**src/rtl/vga_dac_driver.sv**
```systemverilog
// vga_dac_driver: raster timing generator with registered binary, complement and thermometer DAC codes
module vga_dac_driver #(
  parameter int CW = 8,
  parameter int H_ACTIVE = 640,
  parameter int H_FP = 16,
  parameter int H_SYNC = 96,
  parameter int H_BP = 48,
  parameter int V_ACTIVE = 480,
  parameter int V_FP = 10,
  parameter int V_SYNC = 2,
  parameter int V_BP = 33,
  parameter bit SYNC_POL = 1'b0
) (
  input  logic              clk,
  input  logic              rst,
  input  logic              en,
  input  logic [1:0]        mode,
  output logic              hsync,
  output logic              vsync,
  output logic              hblank,
  output logic              vblank,
  output logic [9:0]        hpos,
  output logic [9:0]        vpos,
  output logic              frame_start,
  output logic [CW-1:0]     r,
  output logic [CW-1:0]     g,
  output logic [CW-1:0]     b,
  output logic [CW-1:0]     rn,
  output logic [CW-1:0]     gn,
  output logic [CW-1:0]     bn,
  output logic [3*CW/2-1:0] r_th,
  output logic [3*CW/2-1:0] g_th,
  output logic [3*CW/2-1:0] b_th
);
  localparam int TW = 3 * CW / 2;
  localparam logic [10:0] HA = 11'(H_ACTIVE);
  localparam logic [10:0] HS0 = 11'(H_ACTIVE + H_FP);
  localparam logic [10:0] HS1 = 11'(H_ACTIVE + H_FP + H_SYNC);
  localparam logic [10:0] HT1 = 11'(H_ACTIVE + H_FP + H_SYNC + H_BP - 1);
  localparam logic [10:0] VA = 11'(V_ACTIVE);
  localparam logic [10:0] VS0 = 11'(V_ACTIVE + V_FP);
  localparam logic [10:0] VS1 = 11'(V_ACTIVE + V_FP + V_SYNC);
  localparam logic [10:0] VT1 = 11'(V_ACTIVE + V_FP + V_SYNC + V_BP - 1);
  localparam logic [9:0] BL = 10'(H_ACTIVE / 8 - 1);
  logic [9:0] hc, vc, pc, fcx;
  logic [10:0] hx, vx;
  logic [2:0] bar;
  logic [7:0] fc;
  logic [1:0] mode_q, m;
  logic h_wrap, v_wrap, origin, hb, vb, hs, vs, chk;
  logic [CW-1:0] on, rc, gc, bc;
  function automatic logic [TW-1:0] therm(input logic [CW-1:0] c);
    therm = '0;
    for (int k = 0; k < CW / 2; k++)
      therm[3*k +: 3] = {c[2*k+1] & c[2*k], c[2*k+1], c[2*k+1] | c[2*k]};
  endfunction
  assign hx = {1'b0, hc};
  assign vx = {1'b0, vc};
  assign fcx = {2'b00, fc};
  assign on = '1;
  // The origin pixel already uses the mode being latched on that edge.
  always_comb begin
    h_wrap = hx == HT1;
    v_wrap = vx == VT1;
    origin = hc == 10'd0 && vc == 10'd0;
    m = origin ? mode : mode_q;
    hb = hx >= HA;
    vb = vx >= VA;
    hs = hx >= HS0 && hx < HS1;
    vs = vx >= VS0 && vx < VS1;
    chk = hc[4] ^ vc[4];
    rc = (hb || vb) ? '0 : m == 2'd1 ? hc[CW-1:0] : m == 2'd2 ? (bar[2] ? on : '0) : m == 2'd3 ? (chk ? on : '0) : '0;
    gc = (hb || vb) ? '0 : m == 2'd1 ? vc[CW-1:0] : m == 2'd2 ? (bar[1] ? on : '0) : m == 2'd3 ? (chk ? on : '0) : '0;
    bc = (hb || vb) ? '0 : m == 2'd1 ? fcx[CW-1:0] : m == 2'd2 ? (bar[0] ? on : '0) : m == 2'd3 ? (chk ? on : '0) : '0;
  end
  always_ff @(posedge clk) begin
    if (rst) begin
      hc <= '0;
      vc <= '0;
      pc <= '0;
      bar <= '0;
      fc <= '0;
      mode_q <= '0;
      hsync <= ~SYNC_POL;
      vsync <= ~SYNC_POL;
      hblank <= 1'b0;
      vblank <= 1'b0;
      hpos <= '0;
      vpos <= '0;
      frame_start <= 1'b0;
      r <= '0;
      g <= '0;
      b <= '0;
      rn <= '1;
      gn <= '1;
      bn <= '1;
      r_th <= '0;
      g_th <= '0;
      b_th <= '0;
    end else if (en) begin
      hc <= h_wrap ? 10'd0 : hc + 10'd1;
      if (h_wrap) vc <= v_wrap ? 10'd0 : vc + 10'd1;
      if (h_wrap && v_wrap) fc <= fc + 8'd1;
      if (origin) mode_q <= mode;
      pc <= (h_wrap || pc == BL) ? 10'd0 : pc + 10'd1;
      bar <= h_wrap ? 3'd0 : pc == BL ? bar + 3'd1 : bar;
      hsync <= hs ? SYNC_POL : ~SYNC_POL;
      vsync <= vs ? SYNC_POL : ~SYNC_POL;
      hblank <= hb;
      vblank <= vb;
      hpos <= hc;
      vpos <= vc;
      frame_start <= origin;
      r <= rc;
      g <= gc;
      b <= bc;
      rn <= ~rc;
      gn <= ~gc;
      bn <= ~bc;
      r_th <= therm(rc);
      g_th <= therm(gc);
      b_th <= therm(bc);
    end
  end
endmodule

```
**config.mk**
```make
export PLATFORM = sky130hd
export DESIGN_NAME = vga_dac_driver
export DESIGN_NICKNAME = d
export VERILOG_FILES = /design/src/rtl/vga_dac_driver.sv
export SDC_FILE = /design/constraint.sdc
export NUM_CORES = 1
export LEC_CHECK = 0
export CAP_MARGIN = 15
export CORE_UTILIZATION = 52
export DETAILED_ROUTE_END_ITERATION = 10
export PLACE_DENSITY_LB_ADDON = 0.2
export SYNTH_ARGS = -nofsm -noshare
export SYNTH_HDL_FRONTEND = slang
export SYNTH_SLANG_ARGS = --single-unit
```
**constraint.sdc**
```tcl
create_clock -name clk -period 2.5 [get_ports clk]
set_input_delay 0.625 -clock clk [delete_from_list [all_inputs] [get_ports clk]]
set_output_delay 0.625 -clock clk [all_outputs]
set_load 0.05 [all_outputs]
```
==> flow_metrics.py, run 1 <==
metrics = {
    "outcome": {
        "outcome": "completed",
    },
    "power": {
        "ir_drop_v": 0.000613,
        "p_per_area_nw_per_um2": 760,
        "cellLeakagePower_nw": 3.17,
    },
    "setup_path": {
        "r2r_end": "rn[7]$_SDFFE_PP1P_",
        "worstPathArrival_ns": 2.75,
        "cp_top_family": "simple AND/OR/NAND/NOR gates",
        "end_kind": "register",
        "cpMostUsedCell": "buf_4",
        "path_class": "reg2reg",
        "reg2reg_from": "hc[0]$_SDFFE_PP0P_",
        "crit_fanout": 11,
        "rrSetupSlack_ns": 0.12,
        "r2r_cells": 10,
        "cp_slowest_cell": "and4_2",
        "cpPeakStageDelay_ns": 0.37,
        "cp_cell_sequence": "inv_1, ha_1, nor3b_1, and4_2, and3_1, nor2_2, buf_4, o21ai_1, buf_4, o21a_1",
        "cp-start-kind": "register",
        "critPathLaunch": "hc[0]$_SDFFE_PP0P_",
        "cp.required_ns": 2.86,
        "crit_buf_inv": 3,
    },
    "sta": {
        "finClkSkew_ns": 0.00992,
        "max_slew_margin_pct": 62.9,
        "slew_violations": 0,
        "worstMarginPinSlew_ns": 0.556,
        "fin_crit_sh_pct": 95.3,
        "tns_ns": 0,
        "setup_viol": 0,
        "hold_viol_final": 0,
        "timing.fmax_mhz": 420,
        "rsz0062_at_grt": "false",
        "period_needed_ns": 2.38,
    },
    "routing": {
        "dr.pass1.iters": 5,
        "first_iter_violations": 317,
        "finalWirelength_mm": 15.9,
        "drc": 0,
        "postRouteAntennaNets": 0,
        "wl_per_cell_um": 16.8,
        "vias": 5250,
        "via_per_inst": 5.54,
    },
    "job": {
        "cap_violations": 0,
    },
    "logic_synthesis": {
        "ys_top_cells_by_area": "dfxtp_1 47%, nor2_1 6.0%, nand2_1 4.8%, mux2i_1 4.1%, xnor2_1 2.8%",
        "synth_top_area_share_pct": 47.4,
        "synth_compound_area_share_pct": 15.3,
        "syn_avg_cell_area_um2": 8.70,
        "yosys.area_share.simple_pct": 20.9,
        "synth-main-ff-cell": "dfxtp_1",
        "synth_cells": 679,
        "ys_types": 55,
        "muxShareOfSynthArea_pct": 4.07,
        "synth_area_um2": 5910,
        "ys.warnings.count": 0,
        "synth_nets": 691,
        "async_flop_share_pct": 0,
        "synth_edf_count": 0,
        "yosysTopAreaCell": "dfxtp_1",
        "ys_ff_latch": 140,
        "synth_xor_xnor_area_share_pct": 5.19,
        "synth_top_family_by_area": "simple AND/OR/NAND/NOR gates",
        "synthAdderAreaFrac_pct": 1.48,
        "seq_area_frac_synth_pct": 47.4,
    },
    "placed_design": {
        "dp_hpwl_mm": 11.0,
        "place_inst": 914,
        "portBuffers": 113,
        "gp_congestion": 0.894,
    },
    "cells_and_area": {
        "final_nets": 806,
        "layout_common_cells": "140 x dfxtp_1, 111 x clkdlybuf4s50_1, 92 x nor2_1, 76 x nand2_1, 42 x buf_4",
        "utilization_pct": 72.7,
        "antenna_cells": 0,
        "instances_no_fill": 947,
        "drive_above_1_share_pct": 11.8,
        "syn2layout_area_growth_pct": 34.6,
        "layout_commonest_cell": "dfxtp_1",
    },
    "floorplanning": {
        "start_util_pct": 54.0,
        "core_area_um2": 10900,
        "core.rowCount": 38,
        "dieArea_um2": 11800,
        "fp.dieH_um": 109,
        "fp.dieW_um": 109,
        "io_pins": 114,
    },
    "min_path": {
        "hold_path_startpoint": "g[2]$_SDFFE_PP0P_",
        "hp-class": "reg2reg",
        "whs_endpoint": "g[2]$_SDFFE_PP0P_",
        "min_path_cells": 2,
    },
    "grt": {
        "grt_usage_pct": 28.0,
        "grt_max_degree": 35,
        "grt_pass1_wl_mm": 25.1,
        "grt_pass1_vias": 5075,
        "antenna_found_initial": 0,
        "overflow": 0,
    },
    "clock_tree": {
        "h-tree-depth": 4,
        "root_buffer": "clkbuf_16",
        "numCtsBuffers": 17,
        "postCtsHoldBufs": 0,
        "clkTransAtPathRegs_ns": 0.06,
        "cts_sinks": 140,
        "insertion_delay_ns": 0.42,
        "cts_tree": "built",
        "ctsLongestPathBuffers": 2,
    },
}
==> per-stage QoR <==
step	power, mW	instance area (um^2)	hold slack (ns)	setup slack [ns]
global route	6.22	7950	0.468	0.00400
finish	6.04	7950	0.444	0.117
floorplan	3.08	5910	0.472	0.257
CTS	6.06	7930	0.450	0.0610
global placement	3.38	7290	0.434	-0.0721
detailed placement	3.39	7290	0.438	-0.106
==> cells in the mapped netlist (all sizes together) (3+ instances only) <==
| master | number |
|---|---|
| dfxtp | 140 |
| nor2 | 94 |
| nand2 | 76 |
| o21ai | 47 |
| clkbuf | 34 |
| buf | 29 |
| a21oi | 24 |
| mux2i | 24 |
| nand3 | 20 |
| xnor2 | 19 |
| xor2 | 16 |
| o21a | 15 |
| nand4 | 13 |
| a31oi | 10 |
| nor3 | 10 |
| a21o | 9 |
| and3 | 8 |
| ha | 7 |
| inv | 7 |
| nand2b | 6 |
| nor2b | 6 |
| o22a | 6 |
| or2 | 6 |
| a21boi | 5 |
| a311oi | 5 |
| or3 | 5 |
| a22o | 4 |
| and4 | 4 |
| nor4 | 4 |
| o211ai | 4 |
| nand3b | 3 |
==> worst max-delay path by stage <==
stage,endpoint,slack (ns),depth (start not counted)
floorplan,rn[2]$_SDFFE_PP1P_,0.26,10
global placement,rn[7]$_SDFFE_PP1P_,-0.07,8
detailed placement,rn[7]$_SDFFE_PP1P_,-0.11,8
CTS,rn[7]$_SDFFE_PP1P_,0.06,10
global route,fc[5]$_SDFFE_PP0P_,0.004,8
finish,rn[7]$_SDFFE_PP1P_,0.12,10
==> kinds of logic (layout without fill, tap and decap cells) <==
group           Yosys count  in the layout
simple gates            263            263
compound gates          140            140
flops                   140            140
buf+inv                  70            198
xor+xnor                 35             35
mux                      24             24
fa+ha+maj                 7              7
==> worst min-delay path, cell delays in order (launching register included) <==
cell and delay (ns):
dfxtp_1 0.31, nand2_1 0.05, nand2_1 0.04
==> power by group <==
part | total, mW | leakage, nW | internal [mW] | switching [mW]
combinational | 0.964 | 1.73 | 0.326 | 0.638
clock | 2.68 | 0.300 | 1.70 | 0.978
sequential | 2.40 | 1.14 | 2.33 | 0.0688
==> registers in the layout, indices dropped and copies added, names as in the netlist, 8 cells and up <==
| register | cells |
|---|---|
| hc | 10 |
| r_th | 9 |
| b_th | 9 |
| vpos | 10 |
| vc | 10 |
| fc | 8 |
| rn | 8 |
| gn | 8 |
| bn | 8 |
| pc | 10 |
| hpos | 10 |
| g_th | 9 |
==> what timing repair did <==
| action | in CTS | in global routing |
|---|---|---|
| resized for setup | 1 | 4 |
| gates cloned | 0 | 0 |
| endpoints found under the hold margin | 0 | 0 |
| pin swaps | 0 | 1 |
| buffers inserted | 0 | 1 |
| setup endpoints to repair | 2 | 21 |
==> routing by layer <==
metal	track usage (%)	up-vias	share of wire, %
li1	-	2542	-
met1	34.5	2546	43
met2	46.7	145	49
met3	7.72	17	6.4
met4	10.1	0	1.7
met5	0	-	0
==> layout make-up <==
cell class | instances | area (um^2)
fill | 824 | 2990
sequential | 140 | 2800
multi-input combinational | 469 | 2800
timing repair buffer | 159 | 1520
clock buffer | 19 | 443
clock inverter | 13 | 188
tap | 140 | 175
inverter | 7 | 26.3
No activity file was read; power rests on OpenSTA's default activity.
==> run 2, diff against run 1 <==
--- a/config.mk
+++ b/config.mk
@@ -6,9 +6,9 @@
 export NUM_CORES = 1
 export LEC_CHECK = 0
 export CAP_MARGIN = 15
-export CORE_UTILIZATION = 52
+export CORE_UTILIZATION = 56
 export DETAILED_ROUTE_END_ITERATION = 10
-export PLACE_DENSITY_LB_ADDON = 0.2
+export PLACE_DENSITY = 0.88
 export SYNTH_ARGS = -nofsm -noshare
 export SYNTH_HDL_FRONTEND = slang
 export SYNTH_SLANG_ARGS = --single-unit
==> constraint.sdc (replaced) <==
create_clock -name clk -period 2.95 [get_ports clk]
set_input_delay 0.7375 -clock clk [delete_from_list [all_inputs] [get_ports clk]]
set_output_delay 0.7375 -clock clk [all_outputs]
set_load 0.05 [all_outputs]
==> run 2 against run 1 <==
Net effect:
- hold slack got worse by 0.0023 ns
- clock skew rose by 0.0079 ns
- sequential cell count did not move
- core utilization rose by 2.6 points
- routed wire length rose by 3.6%
- global-route usage rose by 2.8 points
- first-iteration DRC count fell by 5.0%
- critical path depth fell by 2
- register-to-register slack barely moved
- final cell count fell by 2.0%
- final area fell by 2.7%
- count of clock-buffer cells in the layout rose by 1
==> flow_metrics.py, run 2 (synthesized netlist as in run 1, its figures left out) <==
metrics = {
    "floorplanning": {
        "dieArea_um2": 11000,
        "io_pins": 114,
        "fp.dieW_um": 105,
        "core.rowCount": 37,
        "fp.dieH_um": 105,
        "start_util_pct": 57.5,
        "core_area_um2": 10300,
    },
    "routing": {
        "drc": 0,
        "wl_per_cell_um": 17.8,
        "via_per_inst": 5.82,
        "vias": 5405,
        "finalWirelength_mm": 16.5,
        "first_iter_violations": 301,
        "dr.pass1.iters": 5,
        "postRouteAntennaNets": 0,
    },
    "clock_tree": {
        "postCtsHoldBufs": 0,
        "ctsLongestPathBuffers": 2,
        "postCtsSetupBuffers": 0,
        "cts_tree": "built",
        "insertion_delay_ns": 0.53,
        "numCtsBuffers": 17,
        "root_buffer": "clkbuf_8",
        "h-tree-depth": 4,
        "clkTransAtPathRegs_ns": 0.06,
        "cts_sinks": 140,
    },
    "grt": {
        "grt_pass1_vias": 5339,
        "grt_usage_pct": 30.8,
        "overflow": 0,
        "grt_pass1_wl_mm": 26.7,
        "antenna_found_initial": 0,
        "grt_max_degree": 57,
    },
    "setup_path": {
        "cp-start-kind": "register",
        "rrSetupSlack_ns": 0.11,
        "end_kind": "register",
        "cp.required_ns": 3.39,
        "worstPathArrival_ns": 3.28,
        "r2r_cells": 8,
        "crit_fanout": 7,
        "path_class": "reg2reg",
    },
    "power": {
        "p_per_area_nw_per_um2": 643,
        "cellLeakagePower_nw": 3.05,
        "ir_drop_v": 0.000424,
        "total_power_mw": 4.97,
    },
    "cells_and_area": {
        "syn2layout_area_growth_pct": 31.0,
        "design_area_um2": 7740,
        "antenna_cells": 0,
        "fillCellCount": 721,
        "layout_commonest_cell": "dfxtp_1",
        "final_nets": 791,
        "drive_above_1_share_pct": 9.72,
        "layout_common_cells": "140 x dfxtp_1, 111 x clkdlybuf4s50_1, 92 x nor2_1, 76 x nand2_1, 31 x buf_4",
    },
    "placed_design": {
        "portBuffers": 113,
        "placed_area_um2": 7130,
        "dp_hpwl_mm": 10.9,
        "gp_congestion": 0.924,
        "pre_cts_slack_ns": -0.239,
    },
    "sta": {
        "hold_viol_final": 0,
        "worst_slack_ns": 0.109,
        "fin_crit_sh_pct": 96.3,
        "setup_viol": 0,
        "timing.fmax_mhz": 352,
        "max_slew_margin_pct": 48.9,
        "tns_ns": 0,
        "period_needed_ns": 2.84,
        "slew_violations": 0,
        "finClkSkew_ns": 0.0178,
        "worstMarginPinSlew_ns": 0.765,
    },
    "outcome": {
        "outcome": "completed",
    },
    "min_path": {
        "min_path_cells": 2,
        "hp-class": "reg2reg",
    },
    "job": {
        "cap_violations": 0,
    },
}
[run 2: cell types whose count changed in the layout (fill, tap and decap cells not counted), sizes merged]
cell,change
buf,-15
bufinv,-1
clkbuf,+1
[run 2: layout make-up]
class | count | area [um^2] | share of cell area, %
well taps | 136 | 170 | 2.20
multi-input cells | 469 | 2790 | 36.0
clock buffers | 20 | 435 | 5.63
flip-flops and latches | 140 | 2800 | 36.2
repair buffers | 144 | 1350 | 17.5
clock inverters | 12 | 161 | 2.09
inverters | 7 | 26.3 | 0.340
[run 2: per-stage QoR]
step                hold slack (ns)  std cells  utilization [%]
global route                  0.454        928             75.3
floorplan                     0.472        679                -
finish                        0.442        928             75.3
detailed placement            0.435        896             69.4
global placement              0.432        896             69.4
CTS                           0.443        928             75.2
[run 2: critical path, stage by stage, from the launching register on]
cell and delay (ns):
dfxtp_1 0.39, inv_1 0.14, ha_1 0.16, nor3b_1 0.37
and4_1 0.41, a21oi_1 0.18, nor3_1 0.53, o21ai_0 0.28
a311oi_1 0.30
[run 2: layer usage]
| metal | GRT usage [%] | part of all wire (%) |
|---|---|---|
| met5 | 0 | 0 |
| met4 | 14.3 | 2.8 |
| met3 | 7.61 | 6.6 |
| met2 | 52.8 | 50 |
| met1 | 36.2 | 41 |
[run 2: path summary, 6_finish.rpt]
kind	startpoint	endpoint
setup / recovery	hc[1]$_SDFFE_PP0P_	g_th[6]$_SDFFE_PP0P_
hold / removal	g[2]$_SDFFE_PP0P_	g[2]$_SDFFE_PP0P_
setup reg to reg	hc[1]$_SDFFE_PP0P_	g_th[6]$_SDFFE_PP0P_
hold reg to reg	g[2]$_SDFFE_PP0P_	g[2]$_SDFFE_PP0P_
[run 2: timing repair]
item | in CTS | in global routing
hold endpoints to repair | 0 | 0
setup endpoints to repair | 20 | 7
gates resized for setup | 1 | 2
pin swaps | 0 | 0
cloned | 0 | 0
[run 2: power breakdown]
| group | total [mW] | leakage, nW | internal, mW | switching, mW |
|---|---|---|---|---|
| clock | 2.14 | 0.282 | 1.32 | 0.824 |
| combinational | 0.797 | 1.63 | 0.250 | 0.547 |
| sequential | 2.03 | 1.14 | 1.97 | 0.0583 |
| total | 4.97 | 3.05 | 3.54 | 1.43 |
